--- src/rtl/ps2_host_tx_if.sv ---
// CPU-side write port plus PS/2 pad signals of the host transmitter.
// master = CPU/pad side, slave = transmitter.
interface ps2_host_tx_if;
    logic       ps2clk_in;
    logic       ps2data_in;
    logic       ps2clk_oe;
    logic       ps2data_oe;
    logic [7:0] data;
    logic       dataload;
    logic       ps2busy;
    logic       ps2error;
    logic       done;

    modport master (
        output ps2clk_in, ps2data_in, data, dataload,
        input  ps2clk_oe, ps2data_oe, ps2busy, ps2error, done
    );

    modport slave (
        input  ps2clk_in, ps2data_in, data, dataload,
        output ps2clk_oe, ps2data_oe, ps2busy, ps2error, done
    );
endinterface

--- src/rtl/ps2_host_tx.sv ---
// PS/2 host-to-device transmitter: inhibit, start, 8 data bits LSB first, odd parity,
// stop, device ACK; a timeout bounds the whole device-clocked part of the transfer.
module ps2_host_tx #(
    parameter int INHIBIT_CYCLES = 2400,
    parameter int TIMEOUT_CYCLES = 360000,
    parameter int FILTER         = 8
) (
    input  logic               clk,
    input  logic               rst,
    ps2_host_tx_if.slave       bus
);
    localparam int FW = $clog2(FILTER + 1);
    localparam int IW = $clog2(INHIBIT_CYCLES + 1);
    localparam int TW = $clog2(TIMEOUT_CYCLES + 1);

    typedef enum logic [2:0] {
        IDLE, INHIBIT, START, SEND, ACK, WAIT_IDLE
    } state_t;

    state_t        state, state_nxt;
    logic [1:0]    sync_a, sync_b, filt;   // bit 0 = clock, bit 1 = data
    logic [FW-1:0] flt_cnt [2];
    logic          clk_fall;
    logic [IW-1:0] inh_cnt;
    logic [TW-1:0] to_cnt;
    logic [3:0]    idx;
    logic [7:0]    data_q;
    logic          par_q;
    logic          data_low;
    logic          error_q;
    logic          done_q;
    logic          timeout;
    logic          bit_sel;
    logic          clk_oe, data_oe;

    // Synchronise both pads, then only accept a level held for FILTER samples.
    always_ff @(posedge clk) begin
        if (rst) begin
            sync_a   <= 2'b11;
            sync_b   <= 2'b11;
            filt     <= 2'b11;
            clk_fall <= 1'b0;
            for (int i = 0; i < 2; i++) flt_cnt[i] <= '0;
        end else begin
            sync_a   <= {bus.ps2data_in, bus.ps2clk_in};
            sync_b   <= sync_a;
            clk_fall <= filt[0] & ~sync_b[0] & (flt_cnt[0] == FW'(FILTER - 1));
            for (int i = 0; i < 2; i++) begin
                if (sync_b[i] == filt[i]) begin
                    flt_cnt[i] <= '0;
                end else if (flt_cnt[i] == FW'(FILTER - 1)) begin
                    filt[i]    <= sync_b[i];
                    flt_cnt[i] <= '0;
                end else begin
                    flt_cnt[i] <= flt_cnt[i] + FW'(1);
                end
            end
        end
    end

    assign timeout = (state == SEND || state == ACK || state == WAIT_IDLE) &&
                     (to_cnt == TW'(TIMEOUT_CYCLES - 1));

    assign bit_sel = (idx < 4'd8) ? data_q[idx[2:0]] :
                     (idx == 4'd8) ? par_q : 1'b1;

    always_ff @(posedge clk) begin
        if (rst) state <= IDLE;
        else     state <= state_nxt;
    end

    always_comb begin
        state_nxt = state;
        case (state)
            IDLE:      if (bus.dataload) state_nxt = INHIBIT;
            INHIBIT:   if (inh_cnt == IW'(INHIBIT_CYCLES - 1)) state_nxt = START;
            START:     state_nxt = SEND;
            SEND: begin
                if (timeout)                          state_nxt = IDLE;
                else if (clk_fall && idx == 4'd9)     state_nxt = ACK;
            end
            ACK: begin
                if (timeout)       state_nxt = IDLE;
                else if (clk_fall) state_nxt = WAIT_IDLE;
            end
            WAIT_IDLE: begin
                if (timeout || filt == 2'b11) state_nxt = IDLE;
            end
            default:   state_nxt = IDLE;
        endcase
    end

    always_comb begin
        clk_oe  = (state == INHIBIT) || (state == START);
        data_oe = (state == START) || ((state == SEND) && data_low);
    end

    always_ff @(posedge clk) begin
        if (rst) begin
            inh_cnt  <= '0;
            to_cnt   <= '0;
            idx      <= '0;
            data_q   <= '0;
            par_q    <= 1'b0;
            data_low <= 1'b0;
            error_q  <= 1'b0;
            done_q   <= 1'b0;
        end else begin
            done_q <= 1'b0;
            case (state)
                IDLE: begin
                    data_low <= 1'b0;
                    if (bus.dataload) begin
                        data_q  <= bus.data;
                        par_q   <= ~^bus.data;
                        error_q <= 1'b0;
                        inh_cnt <= '0;
                    end
                end
                INHIBIT: inh_cnt <= inh_cnt + IW'(1);
                START: begin
                    to_cnt   <= '0;
                    idx      <= '0;
                    data_low <= 1'b1;   // keeps the start bit on the line until the first fall
                end
                SEND: begin
                    to_cnt <= to_cnt + TW'(1);
                    if (clk_fall) begin
                        data_low <= ~bit_sel;
                        idx      <= idx + 4'd1;
                    end
                end
                ACK: begin
                    to_cnt <= to_cnt + TW'(1);
                    if (clk_fall && filt[1]) error_q <= 1'b1;
                end
                WAIT_IDLE: begin
                    to_cnt <= to_cnt + TW'(1);
                    if (filt == 2'b11) done_q <= 1'b1;
                end
                default: ;
            endcase
            if (timeout) begin
                error_q  <= 1'b1;
                done_q   <= 1'b1;
                data_low <= 1'b0;
            end
        end
    end

    assign bus.ps2clk_oe  = clk_oe;
    assign bus.ps2data_oe = data_oe;
    assign bus.ps2busy    = (state != IDLE);
    assign bus.ps2error   = error_q;
    assign bus.done       = done_q;
endmodule

--- src/flat_wrapper.sv ---
// flat-port wrapper written by rule: the top's interface ports become plain ports
module ps2_host_tx_flat 
#(
    parameter int INHIBIT_CYCLES = 2400,
    parameter int TIMEOUT_CYCLES = 360000,
    parameter int FILTER         = 8
)
  (clk, rst, bus_ps2clk_in, bus_ps2data_in, bus_data, bus_dataload, bus_ps2clk_oe, bus_ps2data_oe, bus_ps2busy, bus_ps2error, bus_done);
  ps2_host_tx_if bus_i ();
  input  logic clk;
  input  logic rst;
  input wire logic [$bits(bus_i.ps2clk_in)-1:0] bus_ps2clk_in;
  input wire logic [$bits(bus_i.ps2data_in)-1:0] bus_ps2data_in;
  input wire logic [$bits(bus_i.data)-1:0] bus_data;
  input wire logic [$bits(bus_i.dataload)-1:0] bus_dataload;
  output wire logic [$bits(bus_i.ps2clk_oe)-1:0] bus_ps2clk_oe;
  output wire logic [$bits(bus_i.ps2data_oe)-1:0] bus_ps2data_oe;
  output wire logic [$bits(bus_i.ps2busy)-1:0] bus_ps2busy;
  output wire logic [$bits(bus_i.ps2error)-1:0] bus_ps2error;
  output wire logic [$bits(bus_i.done)-1:0] bus_done;
  assign bus_i.ps2clk_in = bus_ps2clk_in;
  assign bus_i.ps2data_in = bus_ps2data_in;
  assign bus_i.data = bus_data;
  assign bus_i.dataload = bus_dataload;
  assign bus_ps2clk_oe = bus_i.ps2clk_oe;
  assign bus_ps2data_oe = bus_i.ps2data_oe;
  assign bus_ps2busy = bus_i.ps2busy;
  assign bus_ps2error = bus_i.ps2error;
  assign bus_done = bus_i.done;
  ps2_host_tx #(.INHIBIT_CYCLES(INHIBIT_CYCLES), .TIMEOUT_CYCLES(TIMEOUT_CYCLES), .FILTER(FILTER)) u_core (.clk(clk), .rst(rst), .bus(bus_i));
endmodule
--- config.mk ---
export PLATFORM = sky130hd
export DESIGN_NAME = ps2_host_tx_flat
export DESIGN_NICKNAME = d
export VERILOG_FILES = /design/src/rtl/ps2_host_tx_if.sv /design/src/rtl/ps2_host_tx.sv /design/src/flat_wrapper.sv
export SDC_FILE = /design/constraint.sdc
export NUM_CORES = 1
export LEC_CHECK = 0
export BUFFER_PORTS_ARGS = -buffer_cell sky130_fd_sc_hd__clkbuf_2
export CORE_MARGIN = 4
export CORE_UTILIZATION = 55
export CTS_CLUSTER_SIZE = 28
export DETAILED_ROUTE_END_ITERATION = 12
export PLACE_DENSITY = 0.76
export SYNTH_ARGS = -nofsm -noshare
export SYNTH_HDL_FRONTEND = slang
export SYNTH_SLANG_ARGS = --single-unit
--- constraint.sdc ---
create_clock -name clk -period 1.5 [get_ports clk]
set_input_delay 0.15 -clock clk [delete_from_list [all_inputs] [get_ports clk]]
set_output_delay 0.15 -clock clk [all_outputs]
set_load 0.005 [all_outputs]
==> metrics.txt, run 1 <==
status=finished, violations left; failing checks=setup timing; mean post-synth cell area=8.92 µm²; FF-to-FF Start=u_core.state[2]; crit-path max FO=8; top cell type's share of synthesized area=33.9%; via count=3457; n_diodes=0; Max-Cap Viols=0; Chip Width=86.2 µm; non-filler cells, final=549; total clock sinks=65; initial antenna violation count=0; Syn Inst Count=377; Final Worst Setup Slack=-160 ps; overflow left after global routing=0; post-DR wirelength/cell=18.5 µm; FILL cells=349; nets@finish=489; count leader, synth=dfxtp_1; cell chosen for the clock root=clkbuf_8; RSZ-0062 raised after global routing=true; Boundary Pins=18; register area share after synthesis=41.1%; first-pass GRT wire length=14.7 mm; Reg clk slew, reported paths=70 ps; PD cells=895 nW/µm²; Switch Pwr=1.14 mW; DRT iter0 DRCs=277; asr flop ratio synth=0%; Clk Latency, worst-skew pair=350 ps; sequential share of power=45.2%; vias in the first global route=3242; share of layout cells above drive strength 1=38.8%; hold crit path type=in -> reg; Comb pwr share=18.8%; Pre-antenna DRT Iters=7; EDFF count, synth=8; element type at the critical path end=register; commonest cells in the netlist=57 x dfxtp_1, 38 x nand2_1, 31 x nor2_1; WL final=10.2 mm; worst setup path startpoint=u_core.state[2]; Final period util=111%; Post-Syn Area=3360 µm²; Fin Clk Skew=10.6 ps; Area Overhead vs Synth=37.3%; top_reg_cell synth=dfxtp_1; #FFs+latches synth=65; Cells after DPL=515; Via density=6.30; Worst R2R Setup Slack=-160 ps; Critical Path End=u_core.inh_cnt[5]; CTS tree=built; Design Power=4.13 mW; CP arrival=1930 ps; crit path kind=reg -> reg; Max Freq=0.602 GHz; Hold Violations, Final=0; Net Sw Frac=27.7%; FF-to-FF End=u_core.inh_cnt[5]; number of CTS-inserted buffers=9; Clk pwr share=36.0%; Core Region=5920 µm²; pin count of the biggest net entering global routing=30; Synth area leader=dfxtp_1; # setup viols final=33; Worst EP required=1770 ps; GR Util All Layers=24.6%; Die Span Y=86.2 µm; I/O Buffers=17; remaining antenna violation count=0; leakage=1.82 nW; Yosys cell types=62; VDD IR max=781 µV; Cell Rows=28; Yosys warning count=0; HPWL after DPL=5.53 mm; Die Area=7430 µm²; Internal=2.99 mW; Period minus WS final=1660 ps; Startpoint Class=register; ranking of synthesized cells by area=dfxtp_1 34%, edfxtp_1 7.1%, a21oi_1 4.3%; gpl congestion=0.900; Starting Density=56.8%; Bufs on Longest Clock Path=2; Final Slew Violations=0; Residual DRC=0; number of H-tree levels=3; R2R depth=3; Hold Slack=45.7 ps
how the worst min path moves through the flow:
stage	endpoint	start	cells past startpoint	slack [ps]
3_5_place_dp	u_core.sync_a[1]	bus_ps2data_in	2	340
3_3_place_gp	u_core.sync_a[1]	bus_ps2data_in	2	330
2_1_floorplan	u_core.sync_a[0]	bus_ps2clk_in	1	250
6_report	u_core.data_q[5]	bus_data[5]	3	50
5_1_grt	u_core.data_q[5]	bus_data[5]	3	50
4_1_cts	u_core.data_q[3]	bus_data[3]	3	40
layer usage:
metal  up-vias  track usage [%]  share of wire (%)
met2       208             42.6                 50
met3        40             5.04                7.5
met4         0             10.9                3.5
met5         -                0                  0
met1      1621             29.4                 39
li1       1588                -                  -
sequential cells by signal, indices dropped and copies added, names as in the netlist:
signal / flops
u_core.data_q: 8
u_core.clk_fall: 1
u_core.sync_b: 2
u_core.to_cnt: 19
u_core.inh_cnt: 12
u_core.bus.ps2error: 1
u_core.idx: 4
u_core.filt: 2
u_core.bus.done: 1
u_core.data_low: 1
u_core.par_q: 1
u_core.state: 3
u_core.sync_a: 2
u_core.flt_cnt: 8
cell type report:
type	count	area, µm²	share of cell area [%]
Sequential cell	65	1400	30.3
Timing Repair Buffer	98	767	16.6
Multi-Input combinational cell	291	2160	46.7
Clock inverter	4	42.5	0.921
Inverter	4	15.0	0.325
Clock buffer	12	145	3.14
Tap cell	75	93.8	2.03
timing repair:
action,4_1_cts,5_1_grt
endpoints found under the hold margin,2,0
gates resized for setup,42,52
hold buffers,2,0
pin swaps,10,20
setup buffers,9,7
endpoints found under the setup margin,46,46
stage by stage:
stage / utilization, % / instance area (µm²) / TNS, ps / worst slack, ps
6_report: 78.0 / 4620 / -2260 / -160
5_1_grt: 78.0 / 4620 / -4520 / -244
3_5_place_dp: 66.4 / 3930 / -3280 / -206
3_3_place_gp: 66.4 / 3930 / -2400 / -237
4_1_cts: 73.6 / 4360 / -492 / -78.6
2_1_floorplan: - / 3410 / -205 / -51.2
logic make-up (layout without fill, tap and decap cells):
group | Yosys count | count (layout) | synth area share [%]
other cells | 1 | 8 | 0.111
buf+inv | 28 | 118 | 3.98
fa+ha+maj | 7 | 7 | 2.60
mux | 6 | 6 | 2.64
xor+xnor | 17 | 17 | 4.43
simple gates | 164 | 164 | 27.1
compound gates | 89 | 89 | 18.1
flops | 65 | 65 | 41.1
worst max-delay path: stages (launching register included):
cell     delay (ps)
dfxtp_4         380
or3b_4          430
or4_1           560
a21oi_1         200
power by group through the flow:
stage	logic [mW]	clock network, mW	registers [mW]
final	0.778	1.49	1.87
after global routing	0.834	1.60	1.87
after CTS	0.634	1.49	1.86
after detailed placement	0.547	0	1.89
after global placement	0.539	0	1.89
after floorplan	0.351	0	1.88
cells in the final DEF (no fill, tap or decap), drive strengths merged, types with 7 or more instances in the layout:
| cell type | instances |
|---|---|
| buf | 80 |
| dfxtp | 57 |
| nand2 | 38 |
| nor2 | 31 |
| a21oi | 29 |
| clkbuf | 28 |
| nand3 | 17 |
| o21ai | 14 |
| xnor2 | 11 |
| edfxtp | 8 |
| conb | 8 |
| and3 | 8 |
| a31oi | 8 |
| or2 | 8 |
| nand3b | 7 |
| nand4 | 7 |
| ha | 7 |
Note: power is estimated with default switching activity, not from simulation.
==> run 2: changes to the inputs <==
--- a/config.mk
+++ b/config.mk
@@ -6,11 +6,13 @@
 export NUM_CORES = 1
 export LEC_CHECK = 0
 export BUFFER_PORTS_ARGS = -buffer_cell sky130_fd_sc_hd__clkbuf_2
+export CAP_MARGIN = 20
 export CORE_MARGIN = 4
 export CORE_UTILIZATION = 55
 export CTS_CLUSTER_SIZE = 28
 export DETAILED_ROUTE_END_ITERATION = 12
 export PLACE_DENSITY = 0.76
+export RECOVER_POWER = 25
 export SYNTH_ARGS = -nofsm -noshare
 export SYNTH_HDL_FRONTEND = slang
 export SYNTH_SLANG_ARGS = --single-unit
==> run 2 against run 1 <==
Compared with the run above: the run still ends with setup timing left; count of clock-buffer cells in the layout did not move; critical path depth unchanged; final area barely moved; clock power barely moved; maximum frequency down 0.17%.
==> metrics.txt, run 2 (synthesized netlist as in run 1, its figures left out) <==
Final Worst Setup Slack=-163 ps (-2.77 ps); Bufs on Longest Clock Path=2 (unchanged); share of layout cells above drive strength 1=38.6% (-0.21 points); cell chosen for the clock root=clkbuf_8; Max-Cap Viols=0 (unchanged); Critical Path Stages=3 (unchanged); number of CTS-inserted buffers=9 (unchanged); Largest Register=u_core.to_cnt; failing checks=setup timing; pre-CTS setup slack=-206 ps (unchanged); first-pass GRT wire length=14.7 mm (unchanged); Worst path slowest cell=or4_1; worst path bufs/invs=0 (unchanged); Final period util=111% (+0.18 points); Critical Path End=u_core.inh_cnt[5]; Post-Route Utilization=78.0% (about the same); Core Region=5920 µm² (unchanged); hold crit path type=in -> reg; worst-path cell chain=or3b_4 -> or4_1 -> a21oi_1; post-DR wirelength/cell=18.6 µm (+0.27%); Hold Startpoint=bus_data[5]; R2R depth=3 (unchanged); most common cell after layout, fill and taps aside=buf_4; Startpoint Class=register; CP peak stage delay=560 ps (about the same); Chip Width=86.2 µm (unchanged); Worst R2R Setup Slack=-160 ps (about the same); initial antenna violation count=0 (unchanged); HPWL after DPL=5.53 mm (unchanged); Boundary Pins=18 (unchanged); element type at the critical path end=register; Worst EP required=1770 ps (about the same); Reg clk slew, reported paths=70 ps (about the same); RSZ-0062 raised after global routing=true; Pre-antenna DRT Iters=7 (unchanged); crit-path leading delay family=simple AND/OR/NAND/NOR gates; Hold Slack=48.5 ps (+2.78 ps); crit path kind=reg -> reg; pin count of the biggest net entering global routing=30 (unchanged); gpl congestion=0.900 (unchanged); CTS tree=built; vias in the first global route=3242 (unchanged); leakage=1.81 nW (-0.18%); FF-to-FF End=u_core.inh_cnt[5]; DRT iter0 DRCs=283 (+2.2%); WL final=10.2 mm (+0.27%); PD cells=895 nW/µm² (about the same); Clk Latency, worst-skew pair=350 ps (about the same); n_diodes=0 (unchanged); Largest regs=u_core.to_cnt (19), u_core.inh_cnt (12); max FFs per register=19 (unchanged); total clock sinks=65 (unchanged); Die Span Y=86.2 µm (unchanged); FILL cells=349 (unchanged); Area Overhead vs Synth=37.2% (about the same); Via density=6.32 (+0.40%); Final Slew Violations=0 (unchanged); I/O Buffers=17 (unchanged); Hold Violations, Final=0 (unchanged); status=finished, violations left; FF-to-FF Start=u_core.state[2]; via count=3471 (+0.40%); Residual DRC=0 (unchanged); CP arrival=1930 ps (about the same); Starting Density=56.8% (unchanged); Post-DP Area=3930 µm² (unchanged); number of H-tree levels=3 (unchanged); # setup viols final=35 (+6.1%); Die Area=7430 µm² (unchanged); Max Freq=0.601 GHz (-0.17%); Cell Rows=28 (unchanged); Period minus WS final=1660 ps (+2.77 ps); worst setup path startpoint=u_core.state[2]; Fin Clk Skew=9.66 ps (-0.889 ps); crit-path max FO=8 (unchanged); remaining antenna violation count=0 (unchanged); GR Util All Layers=24.6% (unchanged); nets@finish=489 (unchanged); overflow left after global routing=0 (unchanged); Post-Layout Inst Area=4620 µm² (about the same); commonest cells after routing, fill and taps aside=64 x buf_4, 50 x dfxtp_1, 29 x nand2_1, 25 x nor2_1, 21 x a21oi_1; VDD IR max=779 µV (-0.26%)
run 2: cell counts in the layout (fill, tap and decap cells not counted):
No cell type changed its count.
run 2: cell type report:
cell class,count,area [µm²],area share (%)
sequential,65,1400,30.3
clock inverter,4,42.5,0.921
multi-input combinational,291,2160,46.7
tap,75,93.8,2.03
timing repair buffer,98,766,16.6
inverter,4,15.0,0.325
clock buffer,12,145,3.14
run 2: metrics by stage:
stage	power, mW	setup TNS, ps	cells
after floorplan	2.23	-205	384
after global placement	2.43	-2400	515
after detailed placement	2.44	-3280	515
after CTS	3.98	-492	542
after global routing	4.30	-4520	549
final	4.13	-2340	549
run 2: what timing repair did:
action                                  in CTS  in global routing
hold buffers                                 2                  0
setup buffers                                9                  7
resized for setup                           42                 52
endpoints found under the hold margin        2                  0
endpoints found under the setup margin      46                 46
pin swaps                                   10                 20
run 2: how the worst min path moves through the flow:
stage                  endpoint  depth (start not counted)  slack, ps
2_1_floorplan  u_core.sync_a[0]                          1        250
3_3_place_gp   u_core.sync_a[1]                          2        330
3_5_place_dp   u_core.sync_a[1]                          2        340
4_1_cts        u_core.data_q[3]                          3         40
5_1_grt        u_core.data_q[5]                          3         50
6_report       u_core.data_q[5]                          3         50
run 2: routing by layer:
layer | vias to the layer above | GRT usage (%) | wire (µm)
met5 | - | 0 | 0
met4 | 0 | 10.9 | 384
met3 | 44 | 5.04 | 742
met2 | 220 | 42.6 | 5060
met1 | 1615 | 29.4 | 4020
li1 | 1592 | - | -
run 2: power breakdown:
group | internal, mW | switching, mW | total (mW)
combinational | 0.372 | 0.406 | 0.778
clock | 0.801 | 0.683 | 1.48
sequential | 1.82 | 0.0521 | 1.87
total | 2.99 | 1.14 | 4.13
run 2: worst reg2reg max path, delay by kind of cell, from the launching register on:
kind | cells | cell delay [ps]
simple gates | 2 | 1000
flops | 1 | 380
compound gates | 1 | 200
==> run 3: changes to the inputs <==
--- a/config.mk
+++ b/config.mk
@@ -7,6 +7,7 @@
 export LEC_CHECK = 0
 export BUFFER_PORTS_ARGS = -buffer_cell sky130_fd_sc_hd__clkbuf_2
 export CAP_MARGIN = 20
+export CORE_ASPECT_RATIO = 0.6
 export CORE_MARGIN = 4
 export CORE_UTILIZATION = 55
 export CTS_CLUSTER_SIZE = 28
==> run 3 against run 2 <==
Compared with the run above: the flow still finishes with violations (setup timing); final area decreased by 0.24%; global-route usage is 1.2 points higher; via count down 0.69%; first-iteration DRC count is 7.8% lower; final cell count unchanged; flip-flop and latch count unchanged; clock power down 4%; clock skew increased by 2.7 ps.
==> metrics.txt, run 3 (synthesized netlist as in run 1, its figures left out) <==
Max-Cap Viols=0 (unchanged); failing checks=setup timing; Max Freq=0.617 GHz (+2.6%); FILL cells=346 (-0.86%); Bufs on Longest Clock Path=2 (unchanged); CP arrival=1850 ps (-80 ps); Worst R2R Setup Slack=-120 ps (+40 ps); remaining antenna violation count=0 (unchanged); Startpoint Class=register; Starting Density=58.5% (+1.6 points); footprint of the multi-input gates=2170 µm² (+0.81%); DRT iter0 DRCs=261 (-7.8%); leakage=1.79 nW (-1.6%); hold worst-path end=u_core.data_q[7]; Chip Width=109 µm (+26%); CTS tree=built; PD cells=894 nW/µm² (about the same); most common cell after layout, fill and taps aside=buf_4; Largest regs=u_core.to_cnt (19), u_core.inh_cnt (12); busiest grt layer=met2; Area Overhead vs Synth=36.9%; gpl congestion=0.943 (+4.8%); vias in the first global route=3060 (-5.6%); Hold Startpoint=bus_data[7]; FF-to-FF Start=u_core.state[2]; Cell Rows=21 (-25%); Final Worst Setup Slack=-121 ps (+41.9 ps); share of layout cells above drive strength 1=38.4% (-0.23 points); RSZ-0062 raised after global routing=true; status=finished, violations left; hold crit path type=in -> reg; element type at the critical path end=register; M1 GR Usage=33.6% (+4.2 points); I/O Buffers=17 (unchanged); Hold Violations, Final=0 (unchanged); Period minus WS final=1620 ps (-41.9 ps); Final Slew Violations=0 (unchanged); WL final=10.0 mm (-1.8%); Final period util=108% (-2.8 points); number of CTS-inserted buffers=9 (unchanged); n_diodes=0 (unchanged); VDD IR max=818 µV (+5.1%); Fin Clk Skew=12.4 ps (+2.71 ps); Clk Latency, worst-skew pair=350 ps (about the same); Residual DRC=0 (unchanged); pin count of the biggest net entering global routing=25 (-17%); Die Area=7470 µm² (+0.56%); Boundary Pins=18 (unchanged); post-DR wirelength/cell=18.3 µm (-1.8%); HPWL after DPL=6.04 mm (+9.2%); cell chosen for the clock root=clkbuf_8; actual slew at the worst max-slew pin=572 ps; Sequential cell area=1400 µm² (+0.36%); nets@finish=484 (-1.0%); hold-critical path depth=3 (unchanged); setup_tns=-1060 ps (+1280 ps); crit path kind=reg -> reg; Core Region=5750 µm² (-2.8%); initial antenna violation count=0 (unchanged); crit-path max FO=7 (-1); R2R depth=5 (+2); total clock sinks=65 (unchanged); worst setup path startpoint=u_core.state[2]; Design Power=4.12 mW (-0.30%); # setup viols final=20 (-43%); Largest Register=u_core.to_cnt; grt met3 use=5.58% (+0.54 points); max FFs per register=19 (unchanged); Die Span Y=68.6 µm (-20%); Via density=6.28 (-0.69%); commonest cells after routing, fill and taps aside=59 x buf_4, 48 x dfxtp_1, 31 x nand2_1, 27 x nor2_1, 20 x a21oi_1; first-pass GRT wire length=14.6 mm (-0.29%); via count=3447 (-0.69%); FF-to-FF End=u_core.to_cnt[18]; Reg clk slew, reported paths=70 ps (about the same); Pre-antenna DRT Iters=5 (-2); number of H-tree levels=3 (unchanged); met2 Resource Use GR=41.1% (-1.5 points); Rel. slew slack=61.3%; overflow left after global routing=0 (unchanged); Worst EP required=1730 ps (-40 ps); GR Util All Layers=25.8% (+1.2 points)
==> run 3: cell count changes in the layout (fill, tap and decap cells not counted), sizes merged <==
| cell | before | now |
|---|---|---|
| clkbuf | 28 | 25 |
| buf | 80 | 77 |
| clkinv | 3 | 4 |
==> run 3: area by class of cell <==
cell class	instances	area share [%]
clock inverters	5	1.01
clock buffers	11	2.85
flip-flops and latches	65	30.5
inverters	4	0.326
repair buffers	93	16.0
multi-input cells	291	47.2
well taps	80	2.17
==> run 3: power by group <==
| group | internal (mW) | switching (mW) |
|---|---|---|
| clock network | 0.749 | 0.672 |
| registers | 1.82 | 0.0531 |
| logic | 0.402 | 0.426 |
==> run 3: critical path, cell delays in order, from the launching register on <==
cell,delay [ps]
dfxtp_4,390
nor2b_2,180
buf_6,160
o2111ai_4,180
or2_0,270
o41ai_1,320
==> run 3: worst max-delay path by stage <==
stage	end	slack [ps]
final	u_core.to_cnt[18]	-120
after global routing	u_core.state[0]	-190
after CTS	bus_ps2busy	-90
after detailed placement	u_core.state[0]	-100
after global placement	u_core.state[0]	-80
after floorplan	u_core.inh_cnt[11]	-50
==> run 3: timing repair <==
item,in CTS,in global routing
gates resized for setup,41,66
hold endpoints to repair,2,0
buffers inserted,7,6
endpoints found under the setup margin,38,43
hold buffers,2,0
pin swaps,6,24
==> run 3: through the flow <==
step / hold WS (ps) / utilization [%] / std cells / setup slack (ps) / area, µm²
finish: 44.0 / 80.0 / 549 / -121 / 4610
CTS: 21.8 / 74.7 / 543 / -87.0 / 4300
global route: 42.7 / 80.0 / 549 / -187 / 4610
detailed placement: 337 / 68.1 / 518 / -104 / 3920
floorplan: 254 / - / 384 / -51.2 / 3410
global placement: 336 / 68.1 / 518 / -79.5 / 3920
==> run 3: per-layer routing <==
layer / routed length (µm) / vias up
li1: - / 1586
met1: 4270 / 1637
met2: 4520 / 186
met3: 907 / 38
met4: 328 / 0
met5: 0 / -
